<file path="config.mk">
export PLATFORM = sky130hd
export DESIGN_NAME = gray_count_gen
export DESIGN_NICKNAME = d
export VERILOG_FILES = /design/src/rtl/gray_count_gen.sv
export SDC_FILE = /design/constraint.sdc
export NUM_CORES = 1
export LEC_CHECK = 0
export BUFFER_PORTS_ARGS = -buffer_cell sky130_fd_sc_hd__buf_2
export CELL_PAD_IN_SITES_DETAIL_PLACEMENT = 1
export CELL_PAD_IN_SITES_GLOBAL_PLACEMENT = 1
export CORE_UTILIZATION = 35
export CTS_CLUSTER_DIAMETER = 100
export DETAILED_ROUTE_END_ITERATION = 10
export PLACE_DENSITY = 0.74
export RECOVER_POWER = 25
export REMOVE_ABC_BUFFERS = 1
export SYNTH_ARGS = -nofsm -noshare
export SYNTH_HDL_FRONTEND = slang
export SYNTH_SLANG_ARGS = --single-unit
</file>
<file path="constraint.sdc">
create_clock -name clk -period 2.55 [get_ports clk]
set_input_delay 0 -clock clk [delete_from_list [all_inputs] [get_ports clk]]
set_output_delay 0 -clock clk [all_outputs]
set_load 0.01 [all_outputs]
</file>
<file path="src/rtl/gray_count_gen.sv">
// rtl/gray_count_gen.sv - registered up/down Gray-code counter with load, wrap pulse and valid/ready hold
//
// Ports:
//   clk        rising-edge clock for all state
//   rst        synchronous active-high reset; clears count, outputs and out_valid
//   en         count enable
//   up         direction, 1 = increment, 0 = decrement
//   load       synchronous load of load_bin; wins over counting
//   load_bin   binary value to load (SIZE bits)
//   gray       registered Gray code of the count (SIZE bits)
//   bin        registered binary count (SIZE bits)
//   out_valid  gray/bin hold a presentable code
//   out_ready  downstream has consumed the current code
//   wrap       one-cycle pulse when a step rolls over terminal count
//
// SIZE is intended for 2..32.

module gray_count_gen #(
  parameter int SIZE = 8
) (
  input  logic            clk,
  input  logic            rst,
  input  logic            en,
  input  logic            up,
  input  logic            load,
  input  logic [SIZE-1:0] load_bin,
  output logic [SIZE-1:0] gray,
  output logic [SIZE-1:0] bin,
  output logic            out_valid,
  input  logic            out_ready,
  output logic            wrap
);

  localparam logic ST_IDLE = 1'b0;
  localparam logic ST_RUN  = 1'b1;

  localparam logic [SIZE-1:0] ALL_ONES = '1;
  localparam logic [SIZE-1:0] ALL_ZERO = '0;
  localparam logic [SIZE-1:0] ONE      = {{(SIZE-1){1'b0}}, 1'b1};

  logic            state;
  logic [SIZE-1:0] b_q;
  logic [SIZE-1:0] b_next;
  logic [SIZE-1:0] gray_next;
  logic            wrap_next;
  logic            step;

  // A step needs a code already presented (RUN) and consumed downstream;
  // load always pre-empts it.
  assign step = en & (state == ST_RUN) & out_ready & ~load;

  always_comb begin
    b_next    = b_q;
    wrap_next = 1'b0;
    if (load) begin
      b_next = load_bin;
    end else if (step) begin
      if (up) begin
        b_next    = b_q + ONE;
        wrap_next = (b_q == ALL_ONES);
      end else begin
        b_next    = b_q - ONE;
        wrap_next = (b_q == ALL_ZERO);
      end
    end
    // Gray is computed from the next binary value so both outputs
    // are plain registers with no input-to-output path.
    gray_next = b_next ^ (b_next >> 1);
  end

  always_ff @(posedge clk) begin
    if (rst) begin
      state <= ST_IDLE;
      b_q   <= '0;
      gray  <= '0;
      wrap  <= 1'b0;
    end else begin
      // IDLE lasts exactly one cycle after reset; RUN holds until reset.
      case (state)
        ST_IDLE: state <= ST_RUN;
        default: state <= ST_RUN;
      endcase
      b_q  <= b_next;
      gray <= gray_next;
      wrap <= wrap_next;
    end
  end

  assign bin       = b_q;
  assign out_valid = (state == ST_RUN);

endmodule

</file>
* Yosys cells after proc, flatten, opt, wreduce, memory -nomap -nowiden *
Index checks and enable logic that the tools add are counted.

word-level totals
  output and inout bits = 18
  bits of input ports = 14
  register bits = 18

cells by class
  $add $sub $neg = 2
  bitwise logic cells = 6
  reduce and logical (&&, ||, !) cells = 2
  muxes and demuxes = 5
  eq/ne operators = 1

operators with widths
  operator                                           number
  2-to-1 mux 8 bit                                   3
  adder 8 x 1 -> 8 bit (second input constant)       1
  equality test 8 bit (second input constant)        1
  zero test 8 bit                                    1
  subtractor 8 x 1 -> 8 bit (second input constant)  1
  XOR 8 x 7 -> 8 bit                                 1
  AND 1 bit                                          3
  OR reduction 3 bit                                 1
  2-to-1 mux 1 bit                                   2
  inverter 1 bit                                     2

* Depth between registers and ports, before layout *
Gate-level depths: netlist of the first run.

  word-level depth = 6
  mapped depth = 9
  depth with buffers taken out = 9

* Least setup slack after synthesis of the first run *
Ideal clock, no wire load.

  path type = reg2reg
  from = register b_q[0] (netlist: bin[0])
  to = register gray[5]
  data required time = 2,479 ps
  path slack = 423 ps
  arrival time = 2,057 ps
  buffers on the path = 0
  stages on the path, launching flop included = 10
  cells stage by stage = dfxtp_1 inv_1 fa_1 nor2b_1 o21ai_0 a21oi_1 or4_1 a21oi_1 or3_1 a21oi_1

between the ends
  word-level cells in the longest chain between the ends = 5
  elaborated cells between the ends (all ways) = 6
  classes of those cells = 2 x add/sub; 3 x mux; 1 x bitwise

RTL lines
  element                                                            RTL line  source
  start, declared                                                    42        logic [SIZE-1:0] b_q;
  start signal, assigned                                             83        b_q <= b_next;
  subtractor 8 x 1 -> 8 bit or adder 8 x 1 -> 8 bit (tied branches)  62, 59
  2-to-1 mux 8 bit (*)                                               58        if (up) begin
  2-to-1 mux 8 bit (*)                                               57        end else if (step) begin
  2-to-1 mux 8 bit (*)                                               55        if (load) begin
  XOR 8 x 7 -> 8 bit (*)                                             68        gray_next = b_next ^ (b_next >> 1);
  end signal, assigned                                               84        gray <= gray_next;
  end, declared                                                      27        output logic [SIZE-1:0] gray,

Every way passes the cells marked *; elsewhere a longest branch is shown, timed or not.
A chain may end at the register's enable or synchronous reset.

* Final worst setup path of the first run *
Same ends and word-level chain as after synthesis.

==> metrics.txt, run 1 <==
# TYPE chip_impl_metric gauge
chip_impl_info{name="crit_family",value="simple AND/OR/NAND/NOR gates"} 1
chip_impl_metric{name="coreArea",unit="um2"} 2590
chip_impl_metric{name="final_period_demand_of_the_worst_path",unit="ns"} 2.34
chip_impl_metric{name="slew-limit-headroom",unit="%"} 62.4
chip_impl_info{name="crit_path_frequent_cell",value="sky130_fd_sc_hd__a21oi_1"} 1
chip_impl_metric{name="period_share",unit="%"} 91.9
chip_impl_metric{name="cts-htree-levels",unit=""} 1
chip_impl_metric{name="detailedRoute.firstPassIterationCount",unit=""} 4
chip_impl_info{name="worst_hold_path_type",value="primary input to flip-flop"} 1
chip_impl_metric{name="initial_core_utilization",unit="%"} 38.4
chip_impl_metric{name="worst-endpoint-arrival",unit="ns"} 2.57
chip_impl_metric{name="postSynthAreaPerCell",unit="um2"} 8.36
chip_impl_metric{name="cap_viol_max_count",unit=""} 0
chip_impl_metric{name="grt_remaining_overflow",unit=""} 0
chip_impl_metric{name="routabilityCongestion",unit=""} 0.844
chip_impl_metric{name="r2r.worst_path.cells",unit=""} 9
chip_impl_metric{name="drt_first_iter_violations",unit=""} 11
chip_impl_metric{name="tritoncts.num_buffers",unit=""} 3
chip_impl_info{name="critical_path.slowest_cell",value="sky130_fd_sc_hd__dfxtp_1"} 1
chip_impl_metric{name="vias_per_cell",unit=""} 5.49
chip_impl_metric{name="ys_ff_latch",unit=""} 17
chip_impl_metric{name="critical-path-max-stage-delay",unit="ns"} 0.47
chip_impl_metric{name="io_pins",unit=""} 32
chip_impl_metric{name="diodes",unit=""} 0
chip_impl_metric{name="row_count",unit=""} 18
chip_impl_metric{name="finalSetupViolations",unit=""} 0
chip_impl_info{name="end_kind",value="flip-flop"} 1
chip_impl_metric{name="fin_ws",unit="ns"} 0.207
chip_impl_info{name="synth_top_flop_cell",value="sky130_fd_sc_hd__dfxtp_1"} 1
chip_impl_metric{name="ys_types",unit=""} 38
chip_impl_metric{name="post_cts_clock_slew_at_the_launch_and_capture_registers_of_the_worst_setup_and_hold_paths",unit="ns"} 0.10
chip_impl_metric{name="cts.repair.resized",unit=""} 0
chip_impl_info{name="synth_area_leader_cell",value="sky130_fd_sc_hd__dfxtp_1"} 1
chip_impl_metric{name="total_leakage_power",unit="nW"} 0.522
chip_impl_metric{name="reg2reg_slack",unit="ns"} 0.21
chip_impl_metric{name="final_max_slew_viol_count",unit=""} 0
chip_impl_metric{name="mappedNetlistArea",unit="um2"} 995
chip_impl_info{name="clock-root-buffer",value="sky130_fd_sc_hd__clkbuf_4"} 1
chip_impl_metric{name="number_of_antenna_violations_at_the_first_check_in_global_routing",unit=""} 0
chip_impl_metric{name="clock_insertion_delay_at_the_later_pin_of_the_skew_report",unit="ns"} 0.30
chip_impl_info{name="timing.critical_path.from",value="bin[0]$_SDFF_PP0_"} 1
chip_impl_metric{name="finalClockSkew",unit="ns"} 0.00544
chip_impl_metric{name="fp.dieH",unit="um"} 55.3
chip_impl_metric{name="routed_wl",unit="um"} 2690
chip_impl_info{name="grt_setup_unrepaired",value="false"} 1
chip_impl_metric{name="synth_async_sr_flop_share",unit="%"} 0
chip_impl_info{name="timing.hold.worst.start",value="load_bin[2]"} 1
chip_impl_metric{name="number_of_endpoints_with_negative_hold_slack_in_the_final_report",unit=""} 0
chip_impl_info{name="ys_top_cells_by_area",value="sky130_fd_sc_hd__dfxtp_1 (34%), sky130_fd_sc_hd__ha_1 (7.5%), sky130_fd_sc_hd__a21oi_1 (6.0%)"} 1
chip_impl_info{name="criticalPathCategory",value="flip-flop to flip-flop"} 1
chip_impl_metric{name="power_density",unit="nW/um2"} 522
chip_impl_metric{name="share_of_cells_above_drive_strength_1",unit="%"} 21.9
chip_impl_metric{name="route.detailed.wl_per_inst",unit="um"} 14.9
chip_impl_metric{name="critical_path_peak_fanout",unit=""} 7
chip_impl_metric{name="post-cts-setup-buffer-count",unit=""} 0
chip_impl_info{name="crit-reg2reg-launch",value="bin[0]$_SDFF_PP0_"} 1
chip_impl_metric{name="yosys_warnings",unit=""} 0
chip_impl_metric{name="placement.io_buffers",unit=""} 31
chip_impl_metric{name="die-width",unit="um"} 55.3
chip_impl_metric{name="grt_pass1_vias",unit=""} 985
chip_impl_metric{name="route.detailed.drc",unit=""} 0
chip_impl_metric{name="tightest_slew",unit="ns"} 0.559
chip_impl_metric{name="dp_worst_setup_slack",unit="ns"} 0.266
chip_impl_metric{name="critPathBufInv",unit=""} 1
chip_impl_info{name="tritoncts",value="done"} 1
chip_impl_metric{name="grt_max_degree",unit=""} 14
chip_impl_metric{name="die-area",unit="um2"} 3060
chip_impl_info{name="critical_path.cell_chain",value="inv_1 > fa_1 > nor2b_1 > o21ai_0 > a21oi_1 > or4_1 > a21oi_1 > or3_1 > a21oi_1"} 1
chip_impl_metric{name="min_delay_path_depth",unit=""} 3
chip_impl_info{name="leading_cell_type_in_the_layout_fill_and_taps_excluded",value="sky130_fd_sc_hd__buf_2"} 1
chip_impl_metric{name="grt_pass1_wl",unit="um"} 4620
chip_impl_metric{name="postRouteAntennaNets",unit=""} 0
chip_impl_metric{name="worstPathRequired",unit="ns"} 2.77
chip_impl_metric{name="ys_seq_area_share",unit="%"} 34.2
chip_impl_metric{name="power.ir.vdd_worst",unit="V"} 0.000415
chip_impl_metric{name="timing.setup.tns",unit="ns"} 0
chip_impl_metric{name="via_count",unit=""} 994
chip_impl_metric{name="flow.area_growth_from_synthesis",unit="%"} 19.7
chip_impl_info{name="hold-path-endpoint",value="bin[2]$_SDFF_PP0_"} 1
chip_impl_metric{name="final_nets",unit=""} 173
chip_impl_metric{name="dp.final_hpwl",unit="um"} 2170
chip_impl_metric{name="cts.sinks",unit=""} 17
chip_impl_metric{name="achievable-frequency",unit="MHz"} 427
chip_impl_info{name="worst_setup_path_start_kind",value="flip-flop"} 1
chip_impl_metric{name="yosys.area.top_type_share",unit="%"} 34.2
chip_impl_info{name="run_status",value="finished clean"} 1
chip_impl_info{name="timing.rr.end",value="gray[5]$_SDFF_PP0_"} 1
chip_impl_metric{name="synth_edf_count",unit=""} 0
chip_impl_metric{name="netlist_instances",unit=""} 119
chip_impl_metric{name="grt.total_usage",unit="%"} 19.0
chip_impl_metric{name="cts.path.max_buffers",unit=""} 2
chip_impl_info{name="layout_common_cells",value="sky130_fd_sc_hd__buf_2 (23), sky130_fd_sc_hd__dfxtp_1 (17), sky130_fd_sc_hd__a21oi_1 (12)"} 1
-- Yosys cell counts (2+ instances only) --
cell	count
sky130_fd_sc_hd__inv_1	9
sky130_fd_sc_hd__a22oi_1	2
sky130_fd_sc_hd__or3_1	3
sky130_fd_sc_hd__o211ai_1	2
sky130_fd_sc_hd__and2_1	3
sky130_fd_sc_hd__nand4_1	3
sky130_fd_sc_hd__ha_1	6
sky130_fd_sc_hd__a21oi_1	12
sky130_fd_sc_hd__nor4_1	2
sky130_fd_sc_hd__nor2_1	9
sky130_fd_sc_hd__buf_4	2
sky130_fd_sc_hd__xor2_1	4
sky130_fd_sc_hd__dfxtp_1	17
sky130_fd_sc_hd__o21ai_0	9
sky130_fd_sc_hd__nor3_1	5
sky130_fd_sc_hd__xnor2_1	3
sky130_fd_sc_hd__nand2_1	7
-- metrics by stage --
step                      power (mW)  utilization [%]  std cells  hold slack, ns  area [um2]
final                          0.622             46.0        181          0.0302        1190
after global routing           0.666             46.0        181          0.0294        1190
after CTS                      0.637             46.4        181          0.0169        1200
after detailed placement       0.486             44.9        176           0.283        1160
after global placement         0.479             44.9        176           0.282        1160
after floorplan                0.419                -        115          0.0691         971
-- logic make-up after synthesis --
| group | synth area share (%) |
|---|---|
| compound gates | 23.4 |
| buf+inv | 6.16 |
| flops | 34.2 |
| simple gates | 19.5 |
| mux | 1.01 |
| xor+xnor | 6.16 |
| fa+ha+maj | 9.56 |
-- final cells by class --
cell class	count	area, um2
fillers	334	1400
clock buffers	3	22.5
clock inverters	1	5.00
well taps	30	37.5
inverters	10	37.5
multi-input cells	88	593
flip-flops and latches	17	340
repair buffers	32	155
-- worst max-delay path by stage --
stage | slack, ns | end | depth (start not counted)
2_1_floorplan | 0.42 | gray[5]$_SDFF_PP0_ | 9
3_3_place_gp | 0.35 | gray[5]$_SDFF_PP0_ | 9
3_5_place_dp | 0.27 | gray[5]$_SDFF_PP0_ | 9
4_1_cts | 0.21 | gray[5]$_SDFF_PP0_ | 9
5_1_grt | 0.009 | gray[5]$_SDFF_PP0_ | 9
6_report | 0.21 | gray[5]$_SDFF_PP0_ | 9
-- flip-flops by register name, summed over array words and instances (netlist names) --
name,cells
bin,7
gray,8
out_valid,1
wrap,1
-- worst register-to-register path, delay by kind of cell (launching register included) --
| kind | cells | cell delay [ns] |
|---|---|---|
| simple gates | 3 | 0.65 |
| compound gates | 4 | 0.59 |
| flops | 1 | 0.47 |
| fa+ha+maj | 1 | 0.44 |
| buf+inv | 1 | 0.12 |
-- report_power, final --
group          switching, mW  internal, mW  leakage, nW
sequential            0.0174         0.288        0.141
clock                 0.0867        0.0585       0.0177
combinational         0.0991        0.0723        0.363
-- per-layer routing --
layer / GRT usage (%) / vias to the layer above / wire length [um]
li1: - / 494 / -
met1: 22.2 / 474 / 1210
met2: 35.3 / 23 / 1340
met3: 4.68 / 3 / 117
met4: 3.21 / 0 / 21
met5: 0 / - / 0
-- repair_timing --
| action | in CTS | in global routing |
|---|---|---|
| hold buffers | 1 | 0 |
| endpoints found under the setup margin | 0 | 0 |
| hold endpoints to repair | 1 | 0 |
Note: power is estimated with default switching activity, not from simulation.
==> inputs of run 2 (changes only) <==
MAX_ROUTING_LAYER = met4   (was not set)
PLACE_DENSITY = not set   (was 0.74)
PLACE_DENSITY_LB_ADDON = 0.1   (was not set)
==> run 2 against run 1 <==
Compared with the run above:
- non-clock buffer count increased by 1
- global-route usage is 0.072 points higher
- count of clock-buffer cells in the layout unchanged
- register-to-register slack got worse by 0.02 ns
- worst setup slack lost 0.018 ns
- combinational power about the same
- die area is the same
- critical endpoint unchanged
- critical path depth unchanged
==> metrics.txt, run 2 (synthesis gave the netlist of run 1 again) <==
# TYPE chip_impl_metric gauge
chip_impl_metric{name="final_period_demand_of_the_worst_path",unit="ns"} 2.36
chip_impl_metric{name="total_leakage_power",unit="nW"} 0.529
chip_impl_metric{name="routed_wl",unit="um"} 2740
chip_impl_metric{name="die-area",unit="um2"} 3060
chip_impl_metric{name="route.detailed.drc",unit=""} 0
chip_impl_info{name="register_ranked_first_by_flip_flop_count",value="gray"} 1
chip_impl_metric{name="worstPathRequired",unit="ns"} 2.77
chip_impl_metric{name="post_cts_clock_slew_at_the_launch_and_capture_registers_of_the_worst_setup_and_hold_paths",unit="ns"} 0.10
chip_impl_metric{name="fin_util",unit="%"} 46.3
chip_impl_metric{name="io_pins",unit=""} 32
chip_impl_metric{name="fp.dieH",unit="um"} 55.3
chip_impl_metric{name="postRouteAntennaNets",unit=""} 0
chip_impl_metric{name="dp_worst_setup_slack",unit="ns"} 0.254
chip_impl_metric{name="grt_max_degree",unit=""} 14
chip_impl_metric{name="clock_insertion_delay_at_the_later_pin_of_the_skew_report",unit="ns"} 0.29
chip_impl_metric{name="flow.area_growth_from_synthesis",unit="%"} 20.6
chip_impl_info{name="layout_common_cells",value="sky130_fd_sc_hd__buf_2 (24), sky130_fd_sc_hd__dfxtp_1 (17), sky130_fd_sc_hd__a21oi_1 (12)"} 1
chip_impl_metric{name="achievable-frequency",unit="MHz"} 424
chip_impl_metric{name="vias_per_cell",unit=""} 5.59
chip_impl_metric{name="drt_first_iter_violations",unit=""} 15
chip_impl_metric{name="worst-endpoint-arrival",unit="ns"} 2.58
chip_impl_metric{name="design_area",unit="um2"} 1200
chip_impl_metric{name="grt_pass1_wl",unit="um"} 4550
chip_impl_metric{name="diodes",unit=""} 0
chip_impl_info{name="clock-root-buffer",value="sky130_fd_sc_hd__clkbuf_4"} 1
chip_impl_metric{name="hold-worst-slack",unit="ns"} 0.0273
chip_impl_metric{name="instances_no_fill",unit=""} 182
chip_impl_metric{name="cts.sinks",unit=""} 17
chip_impl_metric{name="post-cts-setup-buffer-count",unit=""} 0
chip_impl_info{name="grt_setup_unrepaired",value="false"} 1
chip_impl_metric{name="tritoncts.num_buffers",unit=""} 3
chip_impl_info{name="worst_hold_path_type",value="primary input to flip-flop"} 1
chip_impl_info{name="end_kind",value="flip-flop"} 1
chip_impl_metric{name="fin_ws",unit="ns"} 0.190
chip_impl_metric{name="final_nets",unit=""} 174
chip_impl_metric{name="power_density",unit="nW/um2"} 518
chip_impl_info{name="worst_setup_path_start_kind",value="flip-flop"} 1
chip_impl_metric{name="initial_core_utilization",unit="%"} 38.4
chip_impl_metric{name="routabilityCongestion",unit=""} 0.858
chip_impl_metric{name="row_count",unit=""} 18
chip_impl_metric{name="share_of_cells_above_drive_strength_1",unit="%"} 23.0
chip_impl_metric{name="route.detailed.wl_per_inst",unit="um"} 15.1
chip_impl_metric{name="power.ir.vdd_worst",unit="V"} 0.000441
chip_impl_info{name="run_status",value="finished clean"} 1
chip_impl_metric{name="slew-limit-headroom",unit="%"} 61.3
chip_impl_metric{name="cts-htree-levels",unit=""} 1
chip_impl_metric{name="dp.final_hpwl",unit="um"} 2230
chip_impl_metric{name="via_count",unit=""} 1017
chip_impl_metric{name="tightest_slew",unit="ns"} 0.575
chip_impl_info{name="tritoncts",value="done"} 1
chip_impl_metric{name="number_of_endpoints_with_negative_hold_slack_in_the_final_report",unit=""} 0
chip_impl_metric{name="cts.path.max_buffers",unit=""} 2
chip_impl_metric{name="largest_register_ff_count",unit=""} 8
chip_impl_metric{name="grt_remaining_overflow",unit=""} 0
chip_impl_metric{name="die-width",unit="um"} 55.3
chip_impl_metric{name="numPlacedInstances",unit=""} 177
chip_impl_metric{name="finalSetupViolations",unit=""} 0
chip_impl_metric{name="cap_viol_max_count",unit=""} 0
chip_impl_metric{name="timing.setup.tns",unit="ns"} 0
chip_impl_metric{name="grt.total_usage",unit="%"} 19.1
chip_impl_info{name="leading_cell_type_in_the_layout_fill_and_taps_excluded",value="sky130_fd_sc_hd__buf_2"} 1
chip_impl_metric{name="detailedRoute.firstPassIterationCount",unit=""} 4
chip_impl_metric{name="coreArea",unit="um2"} 2590
chip_impl_metric{name="number_of_antenna_violations_at_the_first_check_in_global_routing",unit=""} 0
chip_impl_metric{name="placed_cell_area",unit="um2"} 1170
chip_impl_info{name="criticalPathCategory",value="flip-flop to flip-flop"} 1
chip_impl_metric{name="finalClockSkew",unit="ns"} 0.00666
chip_impl_metric{name="period_share",unit="%"} 92.6
chip_impl_metric{name="critical_path_peak_fanout",unit=""} 7
chip_impl_metric{name="cts.repair.resized",unit=""} 0
chip_impl_metric{name="p_total",unit="uW"} 622
chip_impl_metric{name="placement.io_buffers",unit=""} 31
chip_impl_metric{name="grt_pass1_vias",unit=""} 985
chip_impl_metric{name="final_max_slew_viol_count",unit=""} 0
run 2: cell count changes in the layout (fill, tap and decap cells not counted):
cell / delta
sky130_fd_sc_hd__clkbuf_1: -1
sky130_fd_sc_hd__buf_2: +1
sky130_fd_sc_hd__buf_4: +1
run 2: repair_timing:
item / CTS / global route
hold buffers: 1 / 0
setup endpoints to repair: 0 / 0
hold endpoints to repair: 1 / 0
run 2: power breakdown:
part	total [mW]	internal (mW)	leakage, nW	switching, mW
logic	0.174	0.0741	0.370	0.100
clock network	0.144	0.0583	0.0177	0.0857
registers	0.304	0.288	0.141	0.0159
total	0.622	0.420	0.529	0.202
run 2: critical path, cell delays in order (launching register included):
cell and delay (ns):
sky130_fd_sc_hd__dfxtp_1 0.47, sky130_fd_sc_hd__inv_1 0.12, sky130_fd_sc_hd__fa_1 0.43, sky130_fd_sc_hd__nor2b_1 0.12, sky130_fd_sc_hd__o21ai_0 0.10, sky130_fd_sc_hd__a21oi_1 0.27
sky130_fd_sc_hd__or4_1 0.15, sky130_fd_sc_hd__a21oi_1 0.10, sky130_fd_sc_hd__or3_1 0.39, sky130_fd_sc_hd__a21oi_1 0.15
run 2: area by class of cell:
type,count,area [um2]
inverter,10,37.5
clock inverter,1,5.00
clock buffer,3,22.5
tap,30,37.5
sequential,17,340
timing repair buffer,33,164
fill,337,1390
multi-input combinational,88,593
run 2: worst paths after layout:
path                           start  cells after the start  slack, ns                 end
setup / recovery   bin[0]$_SDFF_PP0_                      9       0.19  gray[5]$_SDFF_PP0_
hold / removal           load_bin[2]                      3       0.03   bin[2]$_SDFF_PP0_
setup reg to reg   bin[0]$_SDFF_PP0_                      9       0.19  gray[5]$_SDFF_PP0_
hold reg to reg   gray[7]$_SDFF_PP0_                      2       0.67  gray[7]$_SDFF_PP0_
run 2: metal layers:
| metal | vias up | wire [um] | GRT usage (%) |
|---|---|---|---|
| li1 | 495 | - | - |
| met1 | 496 | 1210 | 21.3 |
| met2 | 24 | 1420 | 36.0 |
| met3 | 2 | 106 | 4.45 |
| met4 | 0 | 7 | 1.07 |
| met5 | - | 0 | - |
